## config.mk

```make
export PLATFORM = sky130hd
export DESIGN_NAME = regfile_param
export DESIGN_NICKNAME = d
export VERILOG_FILES = /design/src/rtl/regfile_param.sv
export SDC_FILE = /design/constraint.sdc
export NUM_CORES = 1
export LEC_CHECK = 0
export CAP_MARGIN = 20
export CORE_ASPECT_RATIO = 2
export CORE_MARGIN = 5
export CORE_UTILIZATION = 30
export CTS_BUF_LIST = sky130_fd_sc_hd__clkbuf_4 sky130_fd_sc_hd__clkbuf_8 sky130_fd_sc_hd__clkbuf_16
export DETAILED_ROUTE_END_ITERATION = 10
export PLACE_DENSITY = 0.59
export SYNTH_ARGS = -nofsm -noshare
export SYNTH_HDL_FRONTEND = slang
export SYNTH_SLANG_ARGS = --single-unit
```

## constraint.sdc

```tcl
create_clock -name clk -period 16.4 [get_ports clk]
set_input_delay 4.1 -clock clk [delete_from_list [all_inputs] [get_ports clk]]
set_output_delay 4.1 -clock clk [all_outputs]
set_load 0.05 [all_outputs]
```

## src/rtl/regfile_param.sv

```systemverilog
// regfile_param: DEPTH x WIDTH register file with two combinational read
// ports, a delayed (w_en) and an immediate (mem) write path, optional
// write-through forwarding, optional hardwired-zero register 0 and a
// sequenced clear sweep that zeroes one register per cycle.
module regfile_param #(
   parameter int WIDTH    = 16,
   parameter int ADDR_W   = 3,
   parameter int BYPASS   = 1,
   parameter int ZERO_REG = 0
) (
   input  logic              clk,
   input  logic              reset,
   input  logic [ADDR_W-1:0] dest,
   input  logic [ADDR_W-1:0] src0,
   input  logic [ADDR_W-1:0] src1,
   input  logic [WIDTH-1:0]  w_in,
   input  logic              w_en,
   input  logic              mem,
   input  logic              clr,
   output logic [WIDTH-1:0]  op0,
   output logic [WIDTH-1:0]  op1,
   output logic              busy
);

   localparam int DEPTH = 1 << ADDR_W;

   localparam logic [0:0] S_IDLE  = 1'b0;
   localparam logic [0:0] S_CLEAR = 1'b1;

   localparam logic [ADDR_W-1:0] LAST = '1;

   logic [0:0]        r_state;
   logic [ADDR_W-1:0] r_cnt;
   logic              r_w_en_q;
   logic [WIDTH-1:0]  r_regs [DEPTH];

   logic w_wr;
   logic w_dest_ok;
   logic w_wr_eff;

   // Read mux: stored value, zero-register mask, write-through, reset mask.
   // Reset forces zero so a bypassed w_in can never leak out during reset.
   function automatic logic [WIDTH-1:0] read_port(
      input logic [ADDR_W-1:0] src,
      input logic [WIDTH-1:0]  stored,
      input logic [ADDR_W-1:0] wr_addr,
      input logic [WIDTH-1:0]  wr_data,
      input logic              wr_eff,
      input logic              in_reset
   );
      logic [WIDTH-1:0] v;
      v = stored;
      if ((ZERO_REG != 0) && (src == '0)) begin
         v = '0;
      end
      if ((BYPASS != 0) && wr_eff && (src == wr_addr)) begin
         v = wr_data;
      end
      if (in_reset) begin
         v = '0;
      end
      return v;
   endfunction

   // Writes happen only in IDLE and lose to a simultaneous clear request.
   assign w_wr      = (r_state == S_IDLE) & ~clr & (r_w_en_q | mem);
   // A write aimed at a hardwired-zero register 0 is dropped entirely,
   // which also keeps it out of the forwarding path.
   assign w_dest_ok = !((ZERO_REG != 0) && (dest == '0));
   assign w_wr_eff  = w_wr & w_dest_ok;

   assign busy = (r_state == S_CLEAR);

   assign op0 = read_port(src0, r_regs[src0], dest, w_in, w_wr_eff, reset);
   assign op1 = read_port(src1, r_regs[src1], dest, w_in, w_wr_eff, reset);

   // Delayed write request: sampled every cycle regardless of state.
   always_ff @(posedge clk or posedge reset) begin
      if (reset) begin
         r_w_en_q <= 1'b0;
      end else begin
         r_w_en_q <= w_en;
      end
   end

   // Clear-sweep FSM: IDLE -> CLEAR on clr, one address per cycle, exit
   // after the last address so the counter wraps back to zero on exit.
   always_ff @(posedge clk or posedge reset) begin
      if (reset) begin
         r_state <= S_IDLE;
         r_cnt   <= '0;
      end else begin
         case (r_state)
            S_IDLE: begin
               if (clr) begin
                  r_state <= S_CLEAR;
                  r_cnt   <= '0;
               end
            end
            S_CLEAR: begin
               r_cnt <= r_cnt + ADDR_W'(1);
               if (r_cnt == LAST) begin
                  r_state <= S_IDLE;
               end
            end
            default: begin
               r_state <= S_IDLE;
               r_cnt   <= '0;
            end
         endcase
      end
   end

   // Register array: sweep clears reg[cnt], otherwise at most one write.
   always_ff @(posedge clk or posedge reset) begin
      if (reset) begin
         for (int i = 0; i < DEPTH; i++) begin
            r_regs[i] <= '0;
         end
      end else if (r_state == S_CLEAR) begin
         r_regs[r_cnt] <= '0;
      end else if (w_wr_eff) begin
         r_regs[dest] <= w_in;
      end
   end

endmodule

```

### Yosys cells after proc, flatten, opt, wreduce, memory -nomap -nowiden

Cells that the tools add are included.

* reductions and logical operators: 5
* shift operators: 0
* order comparisons: 6
* equal/unequal tests: 4
* divide/modulo/power cells: 0
* multiplexer cells: 22
* $add $sub $neg: 1
* bitwise gates (word level): 11
* $mul: 0

Operators by type and width (number)
* two-way mux 128 bit: 2
* two-way mux 16 bit: 10
* AND 128 bit: 1
* bitwise mux 128 bit: 1
* NOT 128 bit: 1
* binary-select mux 16 bit (select 3 bit): 2
* demux 16 bit (select 3 bit): 2
* greater-or-equal comparator 4 bit (second input constant): 4
* NOT 3 -> 4 bit: 4
* < comparator 4 x 1 -> 1 bit (second input constant): 2
* == test 3 bit: 2
* one-hot mux 3 bit (2 select lines): 1
* logical AND 1 bit: 4
* adder 3 x 1 -> 3 bit (second input constant): 1
* == test 3 bit (second input constant): 1
* two-way mux 3 bit: 1
* AND 1 bit: 2
* two-way mux 1 bit: 2
* != test 2 bit (second input constant): 1
* NOT 1 bit: 2
* one-hot mux 1 bit (2 select lines): 1
* nonzero test 2 bit: 1
* bitwise OR 1 bit: 1

* output and inout bits: 33
* ROM bits: 0
* register bits: 133
* bits in writable memories: 0
* memories kept: 0
* input bits: 30
* latch bits: 0

### Depth between registers and ports, before layout

Gate-level depths: netlist (run 1).

* depth after elaboration: 8
* gate-level depth with buffers: 8
* depth with buffers taken out: 4

### Worst setup path after synthesis (run 1)

OpenSTA, ideal clock, no wires.

* path kind: input port to output port
* start point: in reset
* end point: out op1[10]
* arrival: 9.523 ns
* required time: 12.300 ns
* stages on the path: 4
* slack: 2.777 ns
* cells stage by stage: inv_1 > clkbuf_1 > o31ai_1 > a21oi_1

* cells in the longest elaborated chain, start to end: 1

RTL lines
* start: declaration: line 12 `input logic reset,`
* two-way mux 16 bit: line 59 `if (in_reset) begin`
* end: declaration: line 21 `output logic [WIDTH-1:0] op1,`

No other way between the ends.

### Final worst setup path (run 1)

* start point: in clr
* end point: out op1[11]

* cells in the longest elaborated chain, start to end: 6

RTL lines
* start: declaration: line 19 `input logic clr,`
* NOT 1 bit: line 66 `assign w_wr = (r_state == S_IDLE) & ~clr & (r_w_en_q | mem);`
* AND 1 bit (2 in series): line 66
* logical AND 1 bit: line 56 `if ((BYPASS != 0) && wr_eff && (src == wr_addr)) begin`
* two-way mux 16 bit: line 56
* two-way mux 16 bit: line 59

No other way between the ends.

==> results of run 1 <==
-- worst min path at each step --
stage	endpoint	from	slack, ns
floorplan	r_regs[32]$_DFFE_PP0P_	r_regs[32]$_DFFE_PP0P_	0.48
global placement	r_regs[31]$_DFFE_PP0P_	r_regs[31]$_DFFE_PP0P_	0.49
detailed placement	r_regs[47]$_DFFE_PP0P_	r_regs[47]$_DFFE_PP0P_	0.50
CTS	r_regs[47]$_DFFE_PP0P_	r_regs[47]$_DFFE_PP0P_	0.52
global route	r_regs[20]$_DFFE_PP0P_	r_regs[20]$_DFFE_PP0P_	0.53
finish	r_regs[78]$_DFFE_PP0P_	r_regs[78]$_DFFE_PP0P_	0.51
-- layer usage --
| metal | vias up | global-route usage | share of wire |
|---|---|---|---|
| met1 | 2979 | 0.192 | 0.34 |
| met5 | - | 0 | 0 |
| met2 | 263 | 0.328 | 0.53 |
| li1 | 2264 | - | - |
| met4 | 0 | 0.128 | 0.069 |
| met3 | 97 | 0.0433 | 0.058 |
-- power groups by stage --
stage | combinational [µW] | sequential (µW) | clock [µW]
after detailed placement | 344 | 452 | 0
after global placement | 339 | 444 | 0
after floorplan | 230 | 435 | 0
final | 345 | 452 | 386
after CTS | 345 | 448 | 390
after global routing | 362 | 458 | 404
-- critical path, stage by stage --
cell and delay [ns]:
clkdlybuf4s50_1 0.45, or2_1 0.50, or4_1 0.99, or2_1 0.68
a21oi_1 0.44, clkdlybuf4s50_1 0.88
-- cells in the mapped netlist (5+ instances only) --
cell / count
a21oi_1: 36
a22o_1: 128
buf_1: 18
buf_2: 8
buf_6: 5
clkbuf_1: 36
dfrtp_1: 133
mux2i_1: 32
mux4_2: 64
nor4_2: 8
o31ai_1: 32
xor2_1: 6
-- metrics by stage --
step | cell area, µm² | cells
2_1_floorplan | 7280 | 538
3_3_place_gp | 8210 | 844
3_5_place_dp | 8210 | 844
4_1_cts | 8800 | 875
5_1_grt | 8830 | 876
6_report | 8830 | 876
-- state kept, by name (all words and copies together) (netlist names) --
register and count:
busy 1, r_regs 128, r_cnt 3, r_w_en_q 1
-- area by class of cell --
cell class	count	share of cell area
Multi-Input combinational cell	335	0.420
Sequential cell	133	0.377
Timing Repair Buffer	88	0.0936
Clock buffer	27	0.0588
Tap cell	287	0.0407
Clock inverter	4	0.00794
Inverter	2	0.00142
-- cell families after synthesis --
kind of cell / synth area share
simple gates: 0.0287
fa+ha+maj: 0.00344
mux: 0.242
xor+xnor: 0.00722
flops: 0.457
buf+inv: 0.0428
compound gates: 0.219
==> reports/qor.yml, run 1 <==
clock_network:
  clockBufferDepth: 2
  h-tree-depth: 4
  clockRootBuffer: "clkbuf_16"
  cts_resized: 0
  cts_made_buffers: 17
  cts_tree: "built"
  post_cts.repair.setup_buffers: 0
  clk_latency_ns: 0.43
  cts_hold_buf: 0
  numClockSinks: 133
  path_clk_slew_ns: 0.05
worst_setup_path:
  required_ns: 12.30
  rrSetupSlack_ns: 13.45
  reg2reg_depth: 6
  r2r_start: "busy$_DFF_PP0_"
  critPathCapture: "op1[11]"
  crit_arrival_ns: 8.05
  worstSetupPathType: "input pin to primary output"
  startpoint_type: "input pin"
  crit_path_end_kind: "primary output"
  cp_max_fo: 17
  cp-startpoint: "clr"
  r2r_end: "r_regs[57]$_DFFE_PP0P_"
layout:
  final_cell_mix: "dfrtp_1 (133), a22o_1 (128), mux4_2 (64), clkdlybuf4s50_1 (60), a21oi_1 (36)"
  register_area_mm2: 0.00333
  final_util: 0.369
  final_common_cell: "dfrtp_1"
  multiInputGateArea_mm2: 0.00371
  area_growth_pct: 21.2
  fillerInstances: 2236
  num-nets-final: 609
  antennaDiodeCount: 0
  drive_above_1_share: 0.228
placement:
  gp_congestion: 0.836
  io_buffers: 62
  dp_hpwl_mm: 15.5
  place_ws_ns: 4.24
timing:
  drv_slew: 0
  setup_tns_ns: 0
  timing.final.crit_share: 0.741
  fin_crit_ns: 12.15
  setup_viol: 0
  rsz0062_at_grt: "false"
  max_slew_margin: 0.349
  worst_slew_pin_slew_ns: 0.976
  setup_slack_ns: 4.25
  timing.hold.ws_ns: 0.515
  fmax_mhz: 82.3
  final_hold_viol_count: 0
  clock-skew-final_ns: 0.00495
route:
  vias_per_cell: 6.40
  ant_nets: 0
  totalWireLength_mm: 25.3
  wire_per_inst_um: 28.9
  firstDrtPassIters: 5
  drc: 0
  vias: 5603
  drt_iter0_markers: 382
yosys:
  synth_flop_cell: "dfrtp_1"
  synth_seq_cells: 133
  synth.avg_cell_area_um2: 13.5
  syn_inst: 538
  synth_fp_nets: 570
  synth-edff-count: 0
  yosysUniqueCellTypes: 27
  synth_top_area_frac: 0.457
  synth_top_area_cell: "dfrtp_1"
  synthesis.area_mm2: 0.00728
  ys_top_cells_by_area: "dfrtp_1 (46%), mux4_2 (20%), a22o_1 (15%)"
  ys_warn_count: 0
  yosysSeqAreaShare: 0.457
  synthArstFlopShare: 1.00
power:
  pwr-share-comb: 0.291
  p_per_area_mw_per_mm2: 134
  total_leakage_power_uw: 0.00371
  p_clk_frac: 0.327
  p_switching_uw: 397
  switching_share: 0.336
  internal_power_uw: 786
  power_uw: 1180
  pwr-share-seq: 0.382
  vdd_drop_max_v: 0.0000691
min_path:
  holdPathStages: 1
  hold_class: "flop to flop"
die:
  row_count: 80
  die_w_um: 120
  die_h_um: 230
  start_util: 0.304
  die_area_mm2: 0.0277
  core_mm2: 0.0239
  pin_count: 63
run_status:
  status: "finished clean"
grt:
  overflow: 0
  antenna_found_initial: 0
  grt_pass1_vias: 6204
  grt_max_degree: 100
  grt_use_total: 0.186
  grt_pass1_wl_mm: 38.2
run:
  max_cap_violations: 0
Power figures use the tool's default switching activity.
==> inputs of run 2 (changes only) <==
--- a/config.mk
+++ b/config.mk
@@ -11,7 +11,7 @@
 export CORE_UTILIZATION = 30
 export CTS_BUF_LIST = sky130_fd_sc_hd__clkbuf_4 sky130_fd_sc_hd__clkbuf_8 sky130_fd_sc_hd__clkbuf_16
 export DETAILED_ROUTE_END_ITERATION = 10
-export PLACE_DENSITY = 0.59
+export PLACE_DENSITY = 0.61
 export SYNTH_ARGS = -nofsm -noshare
 export SYNTH_HDL_FRONTEND = slang
 export SYNTH_SLANG_ARGS = --single-unit
==> constraint.sdc (replaced) <==
create_clock -name clk -period 10 [get_ports clk]
set_input_delay 2.5 -clock clk [delete_from_list [all_inputs] [get_ports clk]]
set_output_delay 2.5 -clock clk [all_outputs]
set_load 0.05 [all_outputs]
==> run 2 against run 1 <==
Clock power is 73% higher. Critical endpoint is now op1[12]. Count of clock-buffer cells in the layout down 5. Sequential share of layout area down 0.17 points. Worst setup slack worse by 2.9 ns. Register-to-register slack worse by 5.9 ns. Final cell count is 0.46% higher. Critical path depth grew 1. Sequential power is 64% higher. Final area grew 0.44%. Sequential cell count stayed put. Routed wire length rose by 0.79%.
==> reports/qor.yml, run 2 (synthesis gave the netlist of run 1 again) <==
run_status:
  status: "finished clean"  # unchanged
power:
  power_uw: 1980  # was 1180 µW
  total_leakage_power_uw: 0.00372  # was 0.00371 µW
  p_per_area_mw_per_mm2: 223  # was 134 mW/mm²
  vdd_drop_max_v: 0.000125  # was 0.0000691 V
clock_network:
  clockRootBuffer: "clkbuf_16"  # unchanged
  clk_latency_ns: 0.41  # was 0.43 ns
  cts_hold_buf: 0  # unchanged
  clockBufferDepth: 2  # unchanged
  cts_made_buffers: 17  # unchanged
  path_clk_slew_ns: 0.06  # was 0.05 ns
  cts_tree: "built"  # unchanged
  h-tree-depth: 4  # unchanged
  cts_resized: 0  # unchanged
  post_cts.repair.setup_buffers: 0  # unchanged
  numClockSinks: 133  # unchanged
layout:
  fillerInstances: 2220  # was 2236
  drive_above_1_share: 0.233  # was 0.228
  final_cell_mix: "dfrtp_1 (133), a22o_1 (128), mux4_2 (64), clkdlybuf4s50_1 (60), a21oi_1 (36)"  # unchanged
  antennaDiodeCount: 0  # unchanged
  top_regs: "r_regs: 128 flops, r_cnt: 3 flops"  # unchanged
  area_growth_pct: 21.8  # was 21.2%
  multiInputGateArea_mm2: 0.00371  # unchanged
  num-nets-final: 612  # was 609
  register_area_mm2: 0.00333  # unchanged
  largest_reg_flops: 128  # unchanged
  final_cells: 880  # was 876
  largest-register: "r_regs"  # unchanged
  final_util: 0.371  # was 0.369
  final_common_cell: "dfrtp_1"  # unchanged
worst_setup_path:
  required_ns: 7.50  # was 12.30 ns
  crit_arrival_ns: 6.19  # was 8.05 ns
  cp_max_fo: 17  # unchanged
  worstSetupPathType: "input pin to primary output"  # unchanged
  crit_path_end_kind: "primary output"  # unchanged
  startpoint_type: "input pin"  # unchanged
die:
  row_count: 80  # unchanged
  start_util: 0.304  # unchanged
  core_mm2: 0.0239  # unchanged
  die_h_um: 230  # unchanged
  die_w_um: 120  # unchanged
  pin_count: 63  # unchanged
  die_area_mm2: 0.0277  # unchanged
placement:
  place_ws_ns: 1.32  # was 4.24 ns
  dp_cells: 848  # was 844
  gp_congestion: 0.788  # was 0.836
  dp_hpwl_mm: 15.1  # was 15.5 mm
  io_buffers: 62  # unchanged
timing:
  setup_tns_ns: 0  # unchanged
  final_hold_viol_count: 0  # unchanged
  max_slew_margin: 0.348  # was 0.349
  fin_crit_ns: 8.69
  setup_viol: 0  # unchanged
  clock-skew-final_ns: 0.00688  # was 0.00495 ns
  rsz0062_at_grt: "false"  # unchanged
  fmax_mhz: 115
  worst_slew_pin_slew_ns: 0.978  # was 0.976 ns
  timing.final.crit_share: 0.869
  setup_slack_ns: 1.31  # was 4.25 ns
  drv_slew: 0  # unchanged
grt:
  antenna_found_initial: 0  # unchanged
  grt_use_total: 0.187  # was 0.186
  grt_pass1_vias: 6265  # was 6204
  overflow: 0  # unchanged
  grt_pass1_wl_mm: 38.7  # was 38.2 mm
  grt_max_degree: 112  # was 100
route:
  firstDrtPassIters: 5  # unchanged
  drc: 0  # unchanged
  vias_per_cell: 6.45  # was 6.40
  wire_per_inst_um: 29.0  # was 28.9 µm
  vias: 5680  # was 5603
  drt_iter0_markers: 629  # was 382
  totalWireLength_mm: 25.5  # was 25.3 mm
  ant_nets: 0  # unchanged
min_path:
  hold_class: "flop to flop"  # unchanged
run:
  max_cap_violations: 0  # unchanged
-- run 2: changes by cell type in the layout (fill, tap and decap cells not counted) --
| cell | delta |
|---|---|
| buf_16 | -1 |
| inv_6 | +2 |
| buf_4 | +4 |
| clkbuf_4 | -5 |
| clkinv_4 | +1 |
| bufinv_16 | +1 |
| clkinv_2 | -1 |
| clkinvlp_4 | +3 |
-- run 2: cell type report --
| class | instances | share of cell area |
|---|---|---|
| clock buffers | 22 | 0.0543 |
| clock inverters | 10 | 0.0162 |
| inverters | 2 | 0.00141 |
| multi-input cells | 335 | 0.419 |
| flip-flops and latches | 133 | 0.375 |
| well taps | 287 | 0.0405 |
| repair buffers | 91 | 0.0934 |
-- run 2: critical path, stage by stage --
cell	delay [ns]
clkdlybuf4s50_1	0.46
or2_1	0.50
or4_1	0.60
buf_4	0.23
or2_1	0.57
a21oi_1	0.43
clkdlybuf4s50_1	0.88
-- run 2: final timing paths --
check	from	endpoint	slack [ns]	cells after the start
worst min-delay path	r_regs[82]$_DFFE_PP0P_	r_regs[82]$_DFFE_PP0P_	0.52	1
worst min register to register	r_regs[82]$_DFFE_PP0P_	r_regs[82]$_DFFE_PP0P_	0.52	1
worst max-delay path	clr	op1[12]	1.31	7
min in group asynchronous	reset	r_regs[99]$_DFFE_PP0P_	2.68	2
max in group asynchronous	reset	r_regs[30]$_DFFE_PP0P_	6.45	3
worst max register to register	busy$_DFF_PP0_	r_regs[107]$_DFFE_PP0P_	7.51	6
-- run 2: report_power, final --
part	internal, µW	switching [µW]	total (µW)	leakage, µW
logic	242	328	569	0.00158
clock network	420	247	667	0.000300
registers	643	97.1	740	0.00183
total	1300	672	1980	0.00372
-- run 2: per-layer routing --
layer  GRT usage  part of all wire  up-vias
met5           0                 0        -
met4       0.111             0.058        0
met3      0.0359             0.074      109
met2       0.339              0.53      360
met1       0.196              0.33     2936
li1            -                 -     2275
-- run 2: metrics by stage --
stage,cell area [µm²],hold WS (ns)
2_1_floorplan,7280,0.477
3_3_place_gp,8240,0.494
3_5_place_dp,8240,0.499
4_1_cts,8860,0.518
5_1_grt,8860,0.535
6_report,8860,0.520
